### src/rtl/free_list_mp.sv
// Multi-port physical-register free list for the rename stage.
// A free mask (1 = free) grants the lowest free tags to requesting lanes in
// lane order, absorbs commit releases, and keeps snapshots for mispredict
// recovery. The free count is a popcount of the registered mask.
module free_list_mp #(
  parameter int PHYS_REGS   = 64,
  parameter int ARCH_REGS   = 32,
  parameter int ALLOC_PORTS = 2,
  parameter int FREE_PORTS  = 2,
  parameter int NUM_CKPT    = 4,
  parameter int PW          = $clog2(PHYS_REGS),
  parameter int CW          = $clog2(PHYS_REGS + 1),
  parameter int IW          = (NUM_CKPT > 1) ? $clog2(NUM_CKPT) : 1
) (
  input  logic                        clk,
  input  logic                        reset_n,
  input  logic [ALLOC_PORTS-1:0]      alloc_req,
  output logic                        alloc_ok,
  output logic [ALLOC_PORTS*PW-1:0]   alloc_phys,
  input  logic [FREE_PORTS-1:0]       free_en,
  input  logic [FREE_PORTS*PW-1:0]    free_phys,
  input  logic                        ckpt_save,
  input  logic                        ckpt_restore,
  input  logic [IW-1:0]               ckpt_id,
  output logic [CW-1:0]               free_count,
  output logic                        err_double_free
);

  // Architectural registers start mapped (allocated); the rest start free.
  localparam logic [PHYS_REGS-1:0] RST_MASK =
    {{(PHYS_REGS - ARCH_REGS){1'b1}}, {ARCH_REGS{1'b0}}};

  logic [PHYS_REGS-1:0] mask_q, mask_d;
  logic [PHYS_REGS-1:0] ckpt_q [NUM_CKPT];
  logic                 err_q, err_d;

  logic [PHYS_REGS-1:0] avail;
  logic [PHYS_REGS-1:0] pick_mask;
  logic [PHYS_REGS-1:0] granted;
  logic [PHYS_REGS-1:0] freed;
  logic [PW-1:0]        lane_tag [ALLOC_PORTS];
  logic [PW-1:0]        rel_tag;
  logic                 found;
  logic                 dbl_free;
  logic [31:0]          req_cnt;
  logic [CW-1:0]        pop_cnt;
  logic [PHYS_REGS-1:0] post_alloc;

  // Free count is always derived from the mask so it can never drift.
  always_comb begin
    pop_cnt = '0;
    for (int b = 0; b < PHYS_REGS; b++) begin
      pop_cnt = pop_cnt + CW'(mask_q[b]);
    end
  end

  assign free_count = pop_cnt;

  // Count requesting lanes; the group is granted only if all of them fit.
  always_comb begin
    req_cnt = '0;
    for (int i = 0; i < ALLOC_PORTS; i++) begin
      req_cnt = req_cnt + 32'(alloc_req[i]);
    end
  end

  assign alloc_ok = (req_cnt <= 32'(pop_cnt)) && !ckpt_restore;

  // Walk lanes in order; each requesting lane takes the lowest tag still
  // unclaimed by earlier lanes.
  always_comb begin
    avail     = mask_q;
    pick_mask = '0;
    found     = 1'b0;
    for (int i = 0; i < ALLOC_PORTS; i++) begin
      lane_tag[i] = '0;
      found       = 1'b0;
      if (alloc_req[i]) begin
        for (int b = 0; b < PHYS_REGS; b++) begin
          if (!found && avail[b]) begin
            lane_tag[i]  = PW'(b);
            avail[b]     = 1'b0;
            pick_mask[b] = 1'b1;
            found        = 1'b1;
          end
        end
      end
    end
  end

  // Grants are all-or-nothing: a stalled group drives zero on every lane.
  always_comb begin
    alloc_phys = '0;
    for (int i = 0; i < ALLOC_PORTS; i++) begin
      if (alloc_ok && alloc_req[i]) begin
        alloc_phys[i*PW +: PW] = lane_tag[i];
      end
    end
  end

  assign granted = alloc_ok ? pick_mask : '0;

  // Collect releases and flag any that hit an already-free tag, including
  // two lanes releasing the same tag in one cycle.
  always_comb begin
    freed    = '0;
    dbl_free = 1'b0;
    rel_tag  = '0;
    for (int j = 0; j < FREE_PORTS; j++) begin
      rel_tag = free_phys[j*PW +: PW];
      if (free_en[j]) begin
        if (mask_q[rel_tag] || freed[rel_tag]) begin
          dbl_free = 1'b1;
        end
        freed[rel_tag] = 1'b1;
      end
    end
  end

  assign post_alloc = (mask_q & ~granted) | freed;

  // Restore replaces the mask with the snapshot, still honouring this
  // cycle's commits; otherwise the mask takes allocations and releases.
  always_comb begin
    mask_d = post_alloc;
    if (ckpt_restore) begin
      mask_d = ckpt_q[ckpt_id] | freed;
    end
    err_d = err_q | dbl_free;
  end

  // Mask and sticky error register.
  always_ff @(posedge clk or negedge reset_n) begin
    if (!reset_n) begin
      mask_q <= RST_MASK;
      err_q  <= 1'b0;
    end else begin
      mask_q <= mask_d;
      err_q  <= err_d;
    end
  end

  // Snapshots: committed frees land in every slot so they survive recovery;
  // a save is dropped when a restore happens in the same cycle.
  always_ff @(posedge clk or negedge reset_n) begin
    if (!reset_n) begin
      for (int s = 0; s < NUM_CKPT; s++) begin
        ckpt_q[s] <= RST_MASK;
      end
    end else begin
      for (int s = 0; s < NUM_CKPT; s++) begin
        if (ckpt_save && !ckpt_restore && (ckpt_id == IW'(s))) begin
          ckpt_q[s] <= post_alloc;
        end else begin
          ckpt_q[s] <= ckpt_q[s] | freed;
        end
      end
    end
  end

  assign err_double_free = err_q;

endmodule

### config.mk
export PLATFORM = sky130hd
export DESIGN_NAME = free_list_mp
export DESIGN_NICKNAME = d
export VERILOG_FILES = /design/src/rtl/free_list_mp.sv
export SDC_FILE = /design/constraint.sdc
export NUM_CORES = 1
export LEC_CHECK = 0
export ABC_AREA = 1
export CAP_MARGIN = 20
export CORE_MARGIN = 1
export CORE_UTILIZATION = 44
export DETAILED_ROUTE_END_ITERATION = 6
export PLACE_DENSITY = 0.68
export RECOVER_POWER = 100
export SLEW_MARGIN = 20
export SYNTH_ARGS = -nofsm -noshare
export SYNTH_HDL_FRONTEND = slang
export SYNTH_SLANG_ARGS = --single-unit
export TNS_END_PERCENT = 5
### constraint.sdc
create_clock -name clk -period 10.75 [get_ports clk]
set_input_delay 1.075 -clock clk [delete_from_list [all_inputs] [get_ports clk]]
set_output_delay 1.075 -clock clk [all_outputs]
set_load 0.02 [all_outputs]
==> results.md, run 1 <==
* Status: finished with violations
* Failing checks: max-capacitance violations, max-slew violations
* Mapped Area at approximately 22,000 um^2
* Max_cap viols at 4
* Tcrit/Tclk final at a little over nine tenths
* Height of the die at approximately 230 um
* Largest family of logic cells by synthesized area: compound AO/OA/AOI/OAI gates
* Startpoint Class: register
* Synth top area share at roughly a fifth
* TritonCTS clock tree: yes
* Worst Path Required at approximately 9.7 ns
* Async S/R FF share, synth at 100%
* Commonest non-fill, non-tap cell in the layout: o21ai_0
* Vias post-DR at ~22,000
* Total gr overflow at 0
* Root Driver: clkbuf_16
* Critical Path Sink Type: output pin
* CP max FO at 15
* # IOs at between 40 and 50
* Rows at slightly above 80
* Clock tree sinks at approximately 320
* Mapped Avg Cell Area at between 7 and 8 um^2
* Most frequent cells in the layout: 481 x o21ai_0, 352 x nand2_1, 343 x inv_1, 239 x nor2_1, 161 x dfrtp_1
* Actual slew at the worst max-slew pin at approximately 6.0 ns
* Gpl congestion at ~1.0
* Arr. time, crit path at approximately 9.1 ns
* Initial antenna violation count at 1
* Initial core utilization at between 40% and 50%
* Hold Path Stages at 2
* Post-Route WL at ~82,000 um
* Primary FF master, synth: dfrtp_1
* Mux cell area share after synthesis at 0%
* Leading area contributor after synthesis: dfstp_2
* Largest net degree at the start of global routing at ~110
* Initial DRC count at 2,746
* Cts bufs inserted at 38
* Final ANT Viol Nets at 0
* Worst hold path type: reg -> reg
* Cts repair resizes at 0
* # setup viols final at 0
* Max Clock Skew at between 0.02 and 0.025 ns
* Syn Nets at about 2,900
* Vias per cell at between 6 and 7
* Worst setup path category: reg -> out
* Fin nets at around 2,900
* Tot GR Track Use at ~32%
* Count of warnings emitted by yosys at 0
* Avg WL per Cell at 23.6 um
* XOR/XNOR Fraction of Synth Area at 0.160%
* Setup Buffers After CTS at 0
* Worst stage delay on the critical path at a little under 0.8 ns
* CTS Hold Bufs at 0
* Worst-path cell with the longest stage delay: dfstp_1
* DIE AREA at about 51,000 um^2
* Post-synth EDFFs at 0
* Area Overhead vs Synth at 10.5%
* Syn Inst Count at about 2,800
* Port-buffer cells at 42
* Core Box Area at between 40,000 and 50,000 um^2
* First-pass GRT wire length at 125,000 um
* Reg clk slew, reported paths at 0.06 ns
* Area contributors post-synth: dfstp_2 19%, dfrtp_1 18%, o21ai_0 11%, nand2_1 6.0%, inv_1 6.0%
* Slew margin rel. at -300%
* Most used cell, CP: fa_1
* Hpwl dp at 58,800 um
* Number of fill cells at slightly below 5,000
* Die Wd at roughly 230 um
* Post-Synth Adder-Cell Area at just over 6%
* H-tree Lvls at 2
* Vias in the first global route at 20,672
* Post-synthesis simple-gate area fraction at 20.6%
* Final routed DRC violation total at 0
* Share of cells above drive strength 1 at between 10% and 20%
* Drt first pass iters at 6
* Bufs on Longest Clock Path at 3
* RSZ-0062 raised after global routing: false
* Setup TNS at 0 ns
* Final Max Tran Viols at around 260
* Sequential area share after synthesis at a little under two fifths
* Worst R2R Path Depth at 28
* Number of synthesized register bits at 321
* Maximum clock frequency at 98.2 MHz
* Clk_lat worst skew at ~0.58 ns
* Synth unique cells at between 60 and 70
* Min Tclk post-route at around 10 ns
* Compound-Gate Fraction of Synth Area at a little over a quarter
* Hold Vio Cnt, Final at 0
[cell usage after synthesis (4+ instances only)]
cell       instances
fa_1              54
nand4_2           26
dfstp_2          160
inv_1            347
nor2_1           242
o221ai_1          23
o41ai_1            5
a22oi_1           92
nand4_1           62
nor2_4            24
dfrtp_1          161
o21a_1             8
a22o_1             8
o21ai_1           21
a31oi_1           39
a21oi_1          149
a41oi_1           20
nor4_1             7
clkinv_1          12
o21ai_0          480
nand2_2            4
nand3_2           13
a221oi_1          45
o22ai_1           47
ha_1              21
a32oi_1            6
o21ai_2            6
nand4_4            9
o211ai_1           7
o2111ai_1          8
nand3_1           69
a2111oi_0         12
nand2_1          351
clkbuf_1         105
nor3_1            53
nor2_2            28
inv_2             20
[kinds of logic after synthesis]
group	after synthesis
compound gates	991
simple gates	902
fa+ha+maj	75
xor+xnor	4
flops	321
buf+inv	490
[final timing paths]
| check | start | endpoint | slack (ns) |
|---|---|---|---|
| setup / recovery | mask_q[63]$_DFF_PN1_ | alloc_phys[7] | 0.57 |
| hold / removal | ckpt_q[250]$_DFF_PN1_ | ckpt_q[250]$_DFF_PN1_ | 0.47 |
| setup reg to reg | mask_q[63]$_DFF_PN1_ | ckpt_q[184]$_DFF_PN1_ | 1.23 |
| hold reg to reg | ckpt_q[250]$_DFF_PN1_ | ckpt_q[250]$_DFF_PN1_ | 0.47 |
| max in group asynchronous | reset_n | ckpt_q[208]$_DFF_PN0_ | 1.95 |
| min in group asynchronous | reset_n | err_double_free$_DFF_PN0_ | 2.77 |
[registers in the layout, summed over array words and instances (netlist names)]
register	count
ckpt_q	256
err_double_free	1
mask_q	64
[routing by layer]
metal / GRT usage [%] / up-vias / wire [um] / part of all wire (%)
li1: - / 9804 / - / -
met1: 45.1 / 10717 / 35300 / 43
met2: 49.6 / 1124 / 36300 / 44
met3: 6.71 / 203 / 7460 / 9.1
met4: 11.7 / 0 / 3020 / 3.7
met5: 0 / - / 0 / 0
[per-stage QoR]
step	hold slack, ns	std cells	util, %	setup WS, ns	cell area [um^2]
4_1_cts	0.476	3481	49.4	0.800	24200
6_report	0.474	3482	49.3	0.565	24200
2_1_floorplan	0.450	2783	-	2.53	21900
3_3_place_gp	0.462	3419	46.9	1.45	23000
5_1_grt	0.491	3481	49.3	0.197	24200
3_5_place_dp	0.467	3419	46.9	1.42	23000
[cell type report]
cell class	instances	area [um^2]	area share [%]
multi-input combinational	1972	11800	48.8
sequential	321	8230	34.0
tap	664	831	3.44
timing repair buffer	83	691	2.86
antenna	1	2.50	0.0103
clock buffer	51	1070	4.43
clock inverter	11	119	0.492
inverter	379	1430	5.90
[critical path: cells and delay by family (launching register included)]
family	cells	cell delay, ns
AND/OR/NAND/NOR	3	0.40
buffers and inverters	10	1.73
flip-flops	1	0.78
AO/OA/AOI/OAI	3	0.57
adder cells (fa/ha/maj)	11	5.06
Power of run 1 is left out: the tool's default activity adds up to more than one toggle a clock period on the data nets, which glitch-free logic cannot reach.
==> run 2: changes to the inputs <==
--- a/config.mk
+++ b/config.mk
@@ -10,8 +10,10 @@
 export CORE_MARGIN = 1
 export CORE_UTILIZATION = 44
 export DETAILED_ROUTE_END_ITERATION = 6
-export PLACE_DENSITY = 0.68
+export DONT_BUFFER_PORTS = 1
+export PLACE_DENSITY = 0.67
 export RECOVER_POWER = 100
+export SKIP_LAST_GASP = 1
 export SLEW_MARGIN = 20
 export SYNTH_ARGS = -nofsm -noshare
 export SYNTH_HDL_FRONTEND = slang
==> run 2 against run 1 <==
The run now ends clean. Sequential cell count is the same. Critical endpoint unchanged. Via count shrank 0.97%. Register-to-register slack gained 0.10 ns. Critical path depth shrank 1. Maximum frequency shrank 0.12%. Sequential share of layout area grew 0.73 points. Cell count shrank 1.6%. Hold slack lost 0.24 ns. Non-clock buffer count shrank 54. Clock skew grew 0.011 ns. Die area is the same. Critical path type unchanged.
==> results.md, run 2 (synthesis results as in run 1) <==
* Max_cap viols at 0 (-4)
* Avg WL per Cell at 23.9 um (+1.3%)
* # IOs at 43 (unchanged)
* Maximum clock frequency at 98.1 MHz (-0.12%)
* Post-Route WL at 81,900 um (-0.25%)
* Port-buffer cells at 0 (-100%)
* Hold Vio Cnt, Final at 0 (unchanged)
* CTS Hold Bufs at 0 (unchanged)
* Number of fill cells at 4,828 (-2.5%)
* Die Wd at 225 um (unchanged)
* Share of cells above drive strength 1 at 14.0% (-0.087 points)
* Arr. time, crit path at 9.12 ns (about the same)
* Slew margin rel. at 20.9% (+320 points)
* Fin nets at 2,836 (-1.9%)
* Max Clock Skew at 0.0359 ns (+0.0112 ns)
* Worst Path Required at 9.68 ns (about the same)
* Design area at 23,700 um^2 (-2.1%)
* Vias post-DR at 21,635 (-0.97%)
* H-tree Lvls at 2 (unchanged)
* Root Driver: clkbuf_16
* Cts repair resizes at 0 (unchanged)
* # setup viols final at 0 (unchanged)
* Commonest non-fill, non-tap cell in the layout: o21ai_0
* Gpl congestion at 1.03 (-2.1%)
* DIE AREA at 50,600 um^2 (unchanged)
* Tcrit/Tclk final at 94.9% (+0.11 points)
* Tot GR Track Use at 32.1% (-0.25 points)
* Register area at 8230 um^2 (unchanged)
* TritonCTS clock tree: yes
* Most frequent cells in the layout: 481 x o21ai_0, 352 x nand2_1, 343 x inv_1, 239 x nor2_1, 161 x dfrtp_1
* Rows at 81 (unchanged)
* Cts bufs inserted at 36 (-5.3%)
* Largest net degree at the start of global routing at 322 (+190%)
* Critical Path Sink Type: output pin
* Largest reg by FF count: ckpt_q
* Reg2reg setup slack at 1.33 ns (+0.10 ns)
* Final ANT Viol Nets at 0 (unchanged)
* Worst hold path type: in -> async
* Actual slew at the worst max-slew pin at 1.18 ns (-4.82 ns)
* Startpoint Class: register
* Status: finished, final reports clean
* Core Box Area at 49,100 um^2 (unchanged)
* Area Overhead vs Synth at 8.15%
* Final core occ at 48.3% (-1.0 points)
* Final Max Tran Viols at 0 (-100%)
* Drt first pass iters at 7 (+1)
* Clk_lat worst skew at 0.57 ns (about the same)
* Clock tree sinks at 321 (unchanged)
* CP max FO at 10 (-5)
* Setup TNS at 0 ns (unchanged)
* Multi-input logic area at 11,800 um^2 (about the same)
* Initial DRC count at 2,376 (-13%)
* Setup Buffers After CTS at 0 (unchanged)
* Initial antenna violation count at 2 (+1)
* First-pass GRT wire length at 124,000 um (-0.64%)
* Bufs on Longest Clock Path at 3 (unchanged)
* Vias in the first global route at 20,428 (-1.2%)
* Height of the die at 225 um (unchanged)
* Placement Cell Area at 22,500 um^2 (-2.2%)
* Hpwl dp at 57,900 um (-1.6%)
* Worst setup path category: reg -> out
* Min Tclk post-route at 10.20 ns (+0.0121 ns)
* Reg clk slew, reported paths at 0.06 ns (about the same)
* Largest register FFs at 256 (unchanged)
* RSZ-0062 raised after global routing: false
* Total gr overflow at 0 (unchanged)
* Vias per cell at 6.31 (+0.58%)
* Initial core utilization at 44.6% (unchanged)
* Final routed DRC violation total at 0 (unchanged)
==> run 2: cell count changes in the layout (fill, tap and decap cells not counted), moves of 2 or more <==
cell / change
buf_4: -9
clkbuf_1: -4
clkbuf_16: -3
clkbuf_2: -2
clkbuf_8: +5
clkdlybuf4s50_1: -17
dlygate4sd3_1: -22
==> run 2: layout make-up <==
| cell class | instances | area share [%] |
|---|---|---|
| multi-input cells | 1972 | 49.9 |
| flip-flops and latches | 321 | 34.8 |
| clock inverters | 9 | 0.365 |
| repair buffers | 29 | 0.904 |
| well taps | 664 | 3.51 |
| diodes | 1 | 0.0106 |
| inverters | 379 | 6.03 |
| clock buffers | 53 | 4.50 |
==> run 2: worst max-delay path, cell delays in order, from the launching register on <==
cell,delay [ns]
dfstp_1,0.80
fa_1,0.54
fa_1,0.53
inv_1,0.09
fa_1,0.49
inv_1,0.06
fa_1,0.51
inv_1,0.05
fa_1,0.48
inv_1,0.05
fa_1,0.51
inv_1,0.06
fa_1,0.45
fa_1,0.49
inv_1,0.04
ha_1,0.20
fa_1,0.69
inv_1,0.07
ha_1,0.31
a21oi_1,0.15
a211oi_1,0.07
nand3b_1,0.17
nand2_1,0.09
nor2_1,0.47
clkinv_1,0.59
a21oi_1,0.35
buf_4,0.20
==> run 2: through the flow <==
stage / setup slack, ns / hold WS, ns / std cells
6_report: 0.553 / 0.233 / 3428
5_1_grt: 0.248 / 0.216 / 3427
4_1_cts: 0.774 / 0.214 / 3427
3_5_place_dp: 1.38 / 0.468 / 3365
3_3_place_gp: 1.50 / 0.459 / 3365
2_1_floorplan: 2.53 / 0.450 / 2783
==> run 2: per-layer routing <==
layer,wire [um],up-vias,track usage (%)
met4,3020,2,12.2
met2,36900,1083,50.1
met1,34700,10690,43.9
met5,11,-,0
li1,-,9676,-
met3,7260,184,6.32
==> run 2: final timing paths <==
path	start	endpoint	cells after the start
worst max-delay path	mask_q[63]$_DFF_PN1_	alloc_phys[7]	26
worst min-delay path	reset_n	ckpt_q[1]$_DFF_PN0_	0
worst max register to register	mask_q[63]$_DFF_PN1_	ckpt_q[58]$_DFF_PN1_	28
worst min register to register	ckpt_q[250]$_DFF_PN1_	ckpt_q[250]$_DFF_PN1_	2
min in group clk	ckpt_q[250]$_DFF_PN1_	ckpt_q[250]$_DFF_PN1_	2
max in group asynchronous	reset_n	ckpt_q[82]$_DFF_PN0_	0
Power of run 2 is left out for the same reason.
